## config.mk

```make
export PLATFORM = sky130hd
export DESIGN_NAME = el2_dec_gpr_wb_arb_flat
export DESIGN_NICKNAME = d
export VERILOG_FILES = /design/src/rtl/el2_dec_gpr_wb_arb_if.sv /design/src/rtl/el2_dec_gpr_wb_arb.sv /design/src/flat_wrapper.sv
export SDC_FILE = /design/constraint.sdc
export NUM_CORES = 1
export LEC_CHECK = 0
export CELL_PAD_IN_SITES_DETAIL_PLACEMENT = 1
export CELL_PAD_IN_SITES_GLOBAL_PLACEMENT = 1
export CORE_UTILIZATION = 35
export CTS_CLUSTER_SIZE = 28
export DETAILED_ROUTE_END_ITERATION = 6
export PLACE_DENSITY_LB_ADDON = 0.1
export SYNTH_ARGS = -nofsm -noshare
export SYNTH_HDL_FRONTEND = slang
export SYNTH_SLANG_ARGS = --single-unit
```

## constraint.sdc

```tcl
create_clock -name clk -period 2.7 [get_ports clk]
set_input_delay 0.27 -clock clk [delete_from_list [all_inputs] [get_ports clk]]
set_output_delay 0.27 -clock clk [all_outputs]
set_load 0.01 [all_outputs]
```

## src/rtl/el2_dec_gpr_wb_arb_if.sv

```systemverilog
// el2_dec_gpr_wb_arb_if: writeback requester handshakes and the shared late GPR write port.
interface el2_dec_gpr_wb_arb_if #(
   parameter int NREQ = 3,
   parameter int DW   = 32
);
   logic [NREQ-1:0]    req_valid;
   logic [NREQ-1:0]    req_ready;
   logic [NREQ*5-1:0]  req_addr;
   logic [NREQ*DW-1:0] req_data;
   logic               wen;
   logic [4:0]         waddr;
   logic [DW-1:0]      wd;
   modport master (output req_valid, req_addr, req_data, input req_ready, wen, waddr, wd);
   modport slave  (input req_valid, req_addr, req_data, output req_ready, wen, waddr, wd);
endinterface

```

## src/rtl/el2_dec_gpr_wb_arb.sv

```systemverilog
// el2_dec_gpr_wb_arb: round-robin arbiter sharing one GPR write port among NREQ buffered sources.
// Optional pending-writeback scoreboard enabled by RV_GPR_WB_SCOREBOARD_EN.
module el2_dec_gpr_wb_arb #(
   parameter int NREQ = 3,
   parameter int DW   = 32
) (
   input  logic                 clk,
   input  logic                 rst_l,
   el2_dec_gpr_wb_arb_if.slave  wb,
   input  logic                 iss_valid,
   input  logic [4:0]           iss_addr,
   input  logic [4:0]           raddr0,
   input  logic [4:0]           raddr1,
   output logic                 hazard0,
   output logic                 hazard1,
   output logic [31:0]          busy,
   output logic                 sb_err
);
   localparam int PW = $clog2(NREQ);

   logic [NREQ-1:0] r_buf_v;
   logic [4:0]      r_buf_addr [NREQ];
   logic [DW-1:0]   r_buf_data [NREQ];
   logic [PW-1:0]   r_ptr;
   logic [NREQ-1:0] w_gnt;
   logic [NREQ-1:0] w_acc;
   logic [PW-1:0]   w_win;
   logic [PW-1:0]   w_idx;
   logic            w_found;

   // First valid buffer at or after the pointer, wrapping.
   always_comb begin
      w_gnt   = '0;
      w_win   = '0;
      w_idx   = '0;
      w_found = 1'b0;
      for (int k = 0; k < NREQ; k++) begin
         w_idx = PW'((int'(r_ptr) + k) % NREQ);
         if (!w_found && r_buf_v[w_idx]) begin
            w_found        = 1'b1;
            w_gnt[w_idx]   = 1'b1;
            w_win          = w_idx;
         end
      end
   end

   assign wb.wen       = |w_gnt;
   assign wb.waddr     = wb.wen ? r_buf_addr[w_win] : '0;
   assign wb.wd        = wb.wen ? r_buf_data[w_win] : '0;
   assign wb.req_ready = ~r_buf_v | w_gnt;
   assign w_acc        = wb.req_valid & wb.req_ready;

   // x0 writebacks are swallowed at accept; a reload beats the drain of the same buffer.
   always_ff @(posedge clk or negedge rst_l) begin
      if (!rst_l) begin
         r_buf_v <= '0;
         r_ptr   <= '0;
         for (int i = 0; i < NREQ; i++) begin
            r_buf_addr[i] <= '0;
            r_buf_data[i] <= '0;
         end
      end else begin
         if (wb.wen) r_ptr <= (w_win == PW'(NREQ - 1)) ? '0 : w_win + 1'b1;
         for (int i = 0; i < NREQ; i++) begin
            if (w_acc[i] && wb.req_addr[i*5 +: 5] != 5'd0) begin
               r_buf_v[i]    <= 1'b1;
               r_buf_addr[i] <= wb.req_addr[i*5 +: 5];
               r_buf_data[i] <= wb.req_data[i*DW +: DW];
            end else if (w_gnt[i]) begin
               r_buf_v[i] <= 1'b0;
            end
         end
      end
   end

`ifdef RV_GPR_WB_SCOREBOARD_EN
   logic [31:0] r_busy;
   logic        r_sb_err;
   logic [31:0] w_set;
   logic [31:0] w_clr;

   assign w_set = (iss_valid && iss_addr != 5'd0) ? (32'd1 << iss_addr) : '0;
   assign w_clr = wb.wen ? (32'd1 << wb.waddr) : '0;

   // Set wins over a same-cycle clear; bit 0 never marks pending.
   always_ff @(posedge clk or negedge rst_l) begin
      if (!rst_l) begin
         r_busy   <= '0;
         r_sb_err <= 1'b0;
      end else begin
         r_busy   <= ((r_busy & ~w_clr) | w_set) & ~32'd1;
         r_sb_err <= |(w_set & r_busy & ~w_clr);
      end
   end

   assign busy    = r_busy;
   assign sb_err  = r_sb_err;
   assign hazard0 = r_busy[raddr0];
   assign hazard1 = r_busy[raddr1];
`else
   logic w_unused_sb;

   assign w_unused_sb = ^{iss_valid, iss_addr, raddr0, raddr1};
   assign busy        = '0;
   assign sb_err      = 1'b0;
   assign hazard0     = 1'b0;
   assign hazard1     = 1'b0;
`endif

endmodule

```

## src/flat_wrapper.sv

```systemverilog
// flat-port wrapper written by rule: the top's interface ports become plain ports
module el2_dec_gpr_wb_arb_flat 
#(
   parameter int NREQ = 3,
   parameter int DW   = 32
)
  (clk, rst_l, iss_valid, iss_addr, raddr0, raddr1, hazard0, hazard1, busy, sb_err, wb_req_valid, wb_req_addr, wb_req_data, wb_req_ready, wb_wen, wb_waddr, wb_wd);
  el2_dec_gpr_wb_arb_if #(.NREQ(NREQ), .DW(DW)) wb_i ();
  input  logic clk;
  input  logic rst_l;
  input  logic iss_valid;
  input  logic [4:0] iss_addr;
  input  logic [4:0] raddr0;
  input  logic [4:0] raddr1;
  output logic hazard0;
  output logic hazard1;
  output logic [31:0] busy;
  output logic sb_err;
  input wire logic [$bits(wb_i.req_valid)-1:0] wb_req_valid;
  input wire logic [$bits(wb_i.req_addr)-1:0] wb_req_addr;
  input wire logic [$bits(wb_i.req_data)-1:0] wb_req_data;
  output wire logic [$bits(wb_i.req_ready)-1:0] wb_req_ready;
  output wire logic [$bits(wb_i.wen)-1:0] wb_wen;
  output wire logic [$bits(wb_i.waddr)-1:0] wb_waddr;
  output wire logic [$bits(wb_i.wd)-1:0] wb_wd;
  assign wb_i.req_valid = wb_req_valid;
  assign wb_i.req_addr = wb_req_addr;
  assign wb_i.req_data = wb_req_data;
  assign wb_req_ready = wb_i.req_ready;
  assign wb_wen = wb_i.wen;
  assign wb_waddr = wb_i.waddr;
  assign wb_wd = wb_i.wd;
  el2_dec_gpr_wb_arb #(.NREQ(NREQ), .DW(DW)) u_core (.clk(clk), .rst_l(rst_l), .wb(wb_i), .iss_valid(iss_valid), .iss_addr(iss_addr), .raddr0(raddr0), .raddr1(raddr1), .hazard0(hazard0), .hazard1(hazard1), .busy(busy), .sb_err(sb_err));
endmodule
```

==> Yosys cells after proc, flatten, opt, wreduce, memory -nomap -nowiden <==
Index checks and enable logic that the tools add are counted.
{ "totals": {"mem_bits_rw": 0, "input_bits": 132, "elab_cells": 82, "mem_count": 0, "latchBits": 0, "romBits": 0, "out_inout_bits": 76, "register_bits": 116} }
{ "op_classes": {"mux": 35, "n_mul": 0, "order_cmp": 7, "shift": 0, "bitwise": 6, "n_reduce_logical": 17, "addsub": 3, "eq_ne": 1, "div_mod_pow": 3} }
{ "ops": {"columns": ["cell", "n"], "rows": [
  ["$mux 32", 3],
  ["$bmux 32 s2", 1],
  ["$mod 32x3->32 const B", 2],
  ["$mod 3x3->32 const B", 1],
  ["$mux 5", 3],
  ["$reduce_bool 5->1", 3],
  ["$mux 1", 14],
  ["$bmux 5 s2", 1],
  ["$lt 2x3->1 const B", 3],
  ["$mux 3", 3],
  ["$or 3x3->3", 3],
  ["$logic_and 1x1->1", 8],
  ["$mux 2", 4],
  ["$bmux 1 s2", 3],
  ["$demux 1 s2", 3],
  ["$ge 2x1->1 const B", 3],
  ["$reduce_bool 2->1", 3],
  ["$add 2x1->3 const B", 1],
  ["$add 2x2->3 const B", 1],
  ["$and 3x3->3", 1],
  ["$ge 3x3->1 const B", 1],
  ["$not 2->3", 1],
  ["$not 3->3", 1],
  ["$reduce_or 3->1", 1],
  ["3 further kinds", 4]
]} }

==> Longest topological paths before layout <==
{ "logic_depth": {"depth_word": 15, "mapped_depth": 12} }

==> Worst setup path after synthesis <==
Ideal clock, no wire load.
{ "synth_path": {"path_kind": "reg-to-output", "startpoint": "register u_core.r_ptr[0]", "endpoint": "output port wb_wd[16]", "required_ns": 2.430, "stages_incl_launch_ff": 11, "setup_slack_ns": 0.111, "arrival_time_ns": 2.319, "path_buffers": 3, "cell_sequence": "dfrtp_1 -> inv_1 -> ha_1 -> buf_2 -> a21oi_1 -> a211o_1 -> a21o_1 -> buf_4 -> buf_4 -> mux2i_1 -> a211oi_1"} }
{ "synth_between": {"elab_chain_len": 15, "word_cells_on_any_way": 46, "classes_between": "2 x add/sub; 3 x div; 6 x order compare; 24 x mux; 3 x bitwise; 8 x reduce/logical"} }
{ "synth_lines": {"columns": ["element", "line_no", "source"], "rows": [
  ["start, declared", "el2_dec_gpr_wb_arb.sv:24", "logic [PW-1:0] r_ptr;"],
  ["start signal, assigned", "el2_dec_gpr_wb_arb.sv:63", "if (wb.wen) r_ptr <= (w_win == PW'(NREQ - 1)) ? '0 : w_win + 1'b1;"],
  ["parallel branches: the longest is 14 deep, another holds $mod 32x3->32", null, null],
  ["$mux 32 (*)", "el2_dec_gpr_wb_arb.sv:49", "assign wb.wd = wb.wen ? r_buf_data[w_win] : '0;"],
  ["end, declared", "flat_wrapper.sv:25", "output wire logic [$bits(wb_i.wd)-1:0] wb_wd;"]
]} }
Mark *: on every way between the ends. The select of a mux whose other input is x is not followed.

==> Worst setup path after layout <==
{ "layout_path": {"startpoint": "register u_core.r_ptr[1]", "endpoint": "register u_core.r_buf_data[57] (netlist name)"} }
{ "layout_between": {"elab_chain_len": 13, "word_cells_on_any_way": 40, "classes_between": "2 x add/sub; 3 x div; 6 x order compare; 17 x mux; 4 x bitwise; 8 x reduce/logical"} }
{ "layout_lines": {"columns": ["element", "line_no", "source"], "rows": [
  ["$add 2x1->3 / $mod 3x3->32 (equally long branches)", "el2_dec_gpr_wb_arb.sv:38", "w_idx = PW'((int'(r_ptr) + k) % NREQ);"],
  ["$mod 32x3->32, or another cell as far along", "el2_dec_gpr_wb_arb.sv:38", null],
  ["$lt 2x3->1 (not written as such), or another cell as far along", "el2_dec_gpr_wb_arb.sv:41", "w_gnt[w_idx] = 1'b1;"],
  ["$logic_and 1x1->1 (not written as such), or another cell as far along", "el2_dec_gpr_wb_arb.sv:41", null],
  ["$mux 1 (not written as such), or another cell as far along", "el2_dec_gpr_wb_arb.sv:41", null],
  ["$demux 1 s2, or another cell as far along", null, null],
  ["$or 3x3->3 (no source line) / $mux 1 (equally long branches)", null, null],
  ["$mux 3 / $logic_not 1->1 (equally long branches)", "el2_dec_gpr_wb_arb.sv:39", "if (!w_found && r_buf_v[w_idx]) begin"],
  ["$or 3x3->3 (no source line) / $logic_and 1x1->1 (equally long branches)", null, null],
  ["$mux 3 (*)", "el2_dec_gpr_wb_arb.sv:39", null],
  ["$or 3x3->3 (*)", "el2_dec_gpr_wb_arb.sv:50", "assign wb.req_ready = ~r_buf_v | w_gnt;"],
  ["$and 3x3->3 (*)", "el2_dec_gpr_wb_arb.sv:51", "assign w_acc = wb.req_valid & wb.req_ready;"],
  ["$logic_and 1x1->1 (*)", "el2_dec_gpr_wb_arb.sv:65", "if (w_acc[i] && wb.req_addr[i*5 +: 5] != 5'd0) begin"],
  ["end signal, assigned by index", "el2_dec_gpr_wb_arb.sv:68", "r_buf_data[i] <= wb.req_data[i*DW +: DW];"],
  ["end, declared", "el2_dec_gpr_wb_arb.sv:23", "logic [DW-1:0] r_buf_data [NREQ];"]
]} }
Every way passes the cells marked *; elsewhere a longest branch is shown, timed or not. The select of a mux whose other input is x is not followed.
A chain may end at the register's enable or synchronous reset.

==> results.txt <==
Reg clk slew, reported paths -> 0.06 ns
xor-xnor portion of the synthesized cell area -> 0%
Hold Violations, Final -> 0
total gr overflow -> 0
RSZ-0062 raised after global routing -> true
first-pass GRT wire length -> 41.20 mm
initial antenna violation count -> 0
Layout fillers -> 2182
Initial Util -> 35.80%
pre-CTS WS -> -0.4432 ns
total iterations of the first detailed-routing run -> 4
mux contribution to synthesized area -> 18.30%
core area -> 0.02030 mm2
GRT Util Overall -> 24.80%
CTS root buf -> clkbuf_16
Clock Path Buffers -> 2
min cycle time layout -> 3.052 ns
H-tree Lvls -> 4
ANT cells -> 0
Ys Warns -> 0
Crit Path Category -> flip-flop to flip-flop
Synth Area in Simple Gates -> 16.80%
starting DRC count in detailed routing -> 335
Vias -> 6742
failing checks -> negative setup slack
I/O pin count -> 208
Startpoint Class -> flip-flop
sequential cell area -> 0.002908 mm2
Avg WL per Cell -> 22.40 um
Post-DRT Antenna Nets -> 0
Total Die Area -> 0.02134 mm2
worst hold slack -> 0.4503 ns
actual slew at the worst max-slew pin -> 1.093 ns
I/O Buffers -> 156
worst skew pair latency -> 0.42 ns
final setup vio count -> 151
via/cell ratio -> 5.450
Worst path slowest cell -> dfrtp_1
DRC -> 0
Post-DP Area -> 0.009243 mm2
synthesized flop and latch total -> 116
Routability Congestion -> 0.8532
Tcrit/Tclk final -> 113.0%
cells along the critical path -> inv_2 -> ha_4 -> buf_6 -> buf_6 -> nand2b_4 -> a32oi_2 -> o32ai_2 -> buf_4 -> buf_6 -> a2111oi_4 -> a211o_2 -> buf_6 -> buf_6 -> buf_16 -> mux2_4
Layout area overhead -> 55.84%
Required @ worst endpoint -> 3.00 ns
finished layout cell area -> 0.01132 mm2
CP most frequent cell -> buf_6
Slew HR -> 27.16%
Syn Std Cell Area -> 0.007267 mm2
Clock Skew -> 0.006430 ns
fraction of the mapped netlist area in compound gates -> 14.65%
HPWL after detailed placement -> 15.76 mm
Avg Inst Size Synth -> 9.794 um2
largest family of logic cells by synthesized area -> multiplexers
Final Util -> 55.79%
Hold Path Class -> primary input to async pin
CTS buffer count -> 17
critical path data arrival time -> 3.36 ns
nets@finish -> 1092
largest net degree at the start of global routing -> 113
final worst slack -> -0.3520 ns
Site Rows -> 52
CTS tree -> done
sequential fraction of the synthesis area -> 39.94%
f_max -> 327.7 MHz
outcome -> complete, but fails checks
Die W -> 146.1 um
largest stage delay on the critical path -> 0.40 ns
Die Y -> 146.1 um
Max FO, Critical Path -> 7
share of layout cells above drive strength 1 -> 35.78%
CP endpoint kind -> flip-flop
CTS sink count -> 116
pins over their slew limit -> 0
Post-Syn Instances -> 742
Synth Area in Adders -> 0.6887%
Max Cap Violations -> 0
Netlist cell types -> 51
WL final -> 27.71 mm
Multi-input gate area -> 0.004487 mm2
vias in the first global route -> 7313
most frequent cells in the layout -> 114 x clkdlybuf4s50_1, 114 x dfrtp_1, 83 x nand2_1
## routing by layer
layer | GRT usage, % | wire (um) | up-vias | part of all wire (%)
li1 | - | - | 3052 | -
met1 | 30.61 | 11820 | 3455 | 43
met2 | 42.51 | 14130 | 190 | 51
met3 | 6.313 | 1272 | 45 | 4.6
met4 | 7.500 | 487 | 0 | 1.8
met5 | 0 | 0 | - | 0
## registers in the layout (all words and copies together), names as in the netlist
signal / count
u_core.r_buf_v: 3
u_core.r_buf_data: 96
u_core.r_ptr: 2
u_core.r_buf_addr: 15
## metrics by stage
stage,cells,setup TNS [ns]
3_3_place_gp,1148,-15.40
4_1_cts,1225,-17.67
3_5_place_dp,1148,-24.88
6_report,1237,-25.49
2_1_floorplan,776,0
5_1_grt,1237,-36.27
## worst max-delay path: cells and delay by family, from the launching register on
| kind | cells | cell delay [ns] |
|---|---|---|
| simple gates | 1 | 0.14 |
| mux | 1 | 0.30 |
| buf+inv | 8 | 0.99 |
| fa+ha+maj | 1 | 0.17 |
| flops | 1 | 0.40 |
| compound gates | 4 | 0.92 |
## synthesized netlist by cell type (all sizes together)
cell type | n | area share (%)
mux2 | 72 | 13
a211oi | 37 | 3.8
o21a | 1 | 0.10
inv | 8 | 0.41
conb | 1 | 0.052
a311o | 1 | 0.14
or2b | 1 | 0.10
o221ai | 2 | 0.24
ha | 4 | 0.69
buf | 78 | 7.7
a32o | 1 | 0.14
o22ai | 1 | 0.086
a211o | 2 | 0.24
nor3b | 1 | 0.10
nor2 | 39 | 2.0
a2111oi | 1 | 0.21
a31oi | 37 | 3.3
mux2i | 41 | 5.6
o211ai | 37 | 3.9
a21o | 1 | 0.10
nand2b | 5 | 0.46
nand3 | 75 | 5.2
nor3 | 1 | 0.069
nand3b | 37 | 3.8
or4 | 3 | 0.31
a22oi | 1 | 0.17
nand2 | 83 | 4.3
a21boi | 2 | 0.21
nor2b | 5 | 0.46
o2111a | 1 | 0.15
o32ai | 2 | 0.34
o21ai | 9 | 0.62
dfrtp | 116 | 40
a32oi | 2 | 0.24
clkbuf | 27 | 1.4
a21oi | 5 | 0.34
a221oi | 2 | 0.33
## worst paths after layout
check                                      from                     to  slack [ns]  depth (start not counted)
max                             u_core.r_ptr[1]  u_core.r_buf_data[57]       -0.35                         15
min                                       rst_l  u_core.r_buf_data[50]        0.45                          2
max reg2reg                     u_core.r_ptr[1]  u_core.r_buf_data[57]       -0.35                         15
min reg2reg                u_core.r_buf_data[7]   u_core.r_buf_data[7]        0.49                          1
max in group asynchronous                 rst_l  u_core.r_buf_data[10]        1.47                          3
min in group clk                wb_req_data[35]  u_core.r_buf_data[35]        0.45                          2
## area by class of cell
class / count / area share (%)
Sequential cell: 116 / 25.68
Tap cell: 270 / 2.983
Timing Repair Buffer: 266 / 25.95
Clock inverter: 9 / 1.348
Clock buffer: 21 / 4.154
Multi-Input combinational cell: 547 / 39.62
Inverter: 8 / 0.2652
## cell families after synthesis
| kind of cell | Yosys count |
|---|---|
| other | 1 |
| multiplexers | 113 |
| adder cells (fa/ha/maj) | 4 |
| flip-flops | 116 |
| AO/OA/AOI/OAI | 145 |
| AND/OR/NAND/NOR | 250 |
| buffers and inverters | 113 |
## what timing repair did
action	CTS	global route
endpoints found under the setup margin	111	151
buffers inserted	36	8
cloned	13	8
hold buffers	1	0
resized for setup	280	96
pin swaps	46	59
endpoints found under the hold margin	51	0
Power is not shown: default switching activity piles up to over one toggle a cycle in this logic, so the estimate is an artifact.
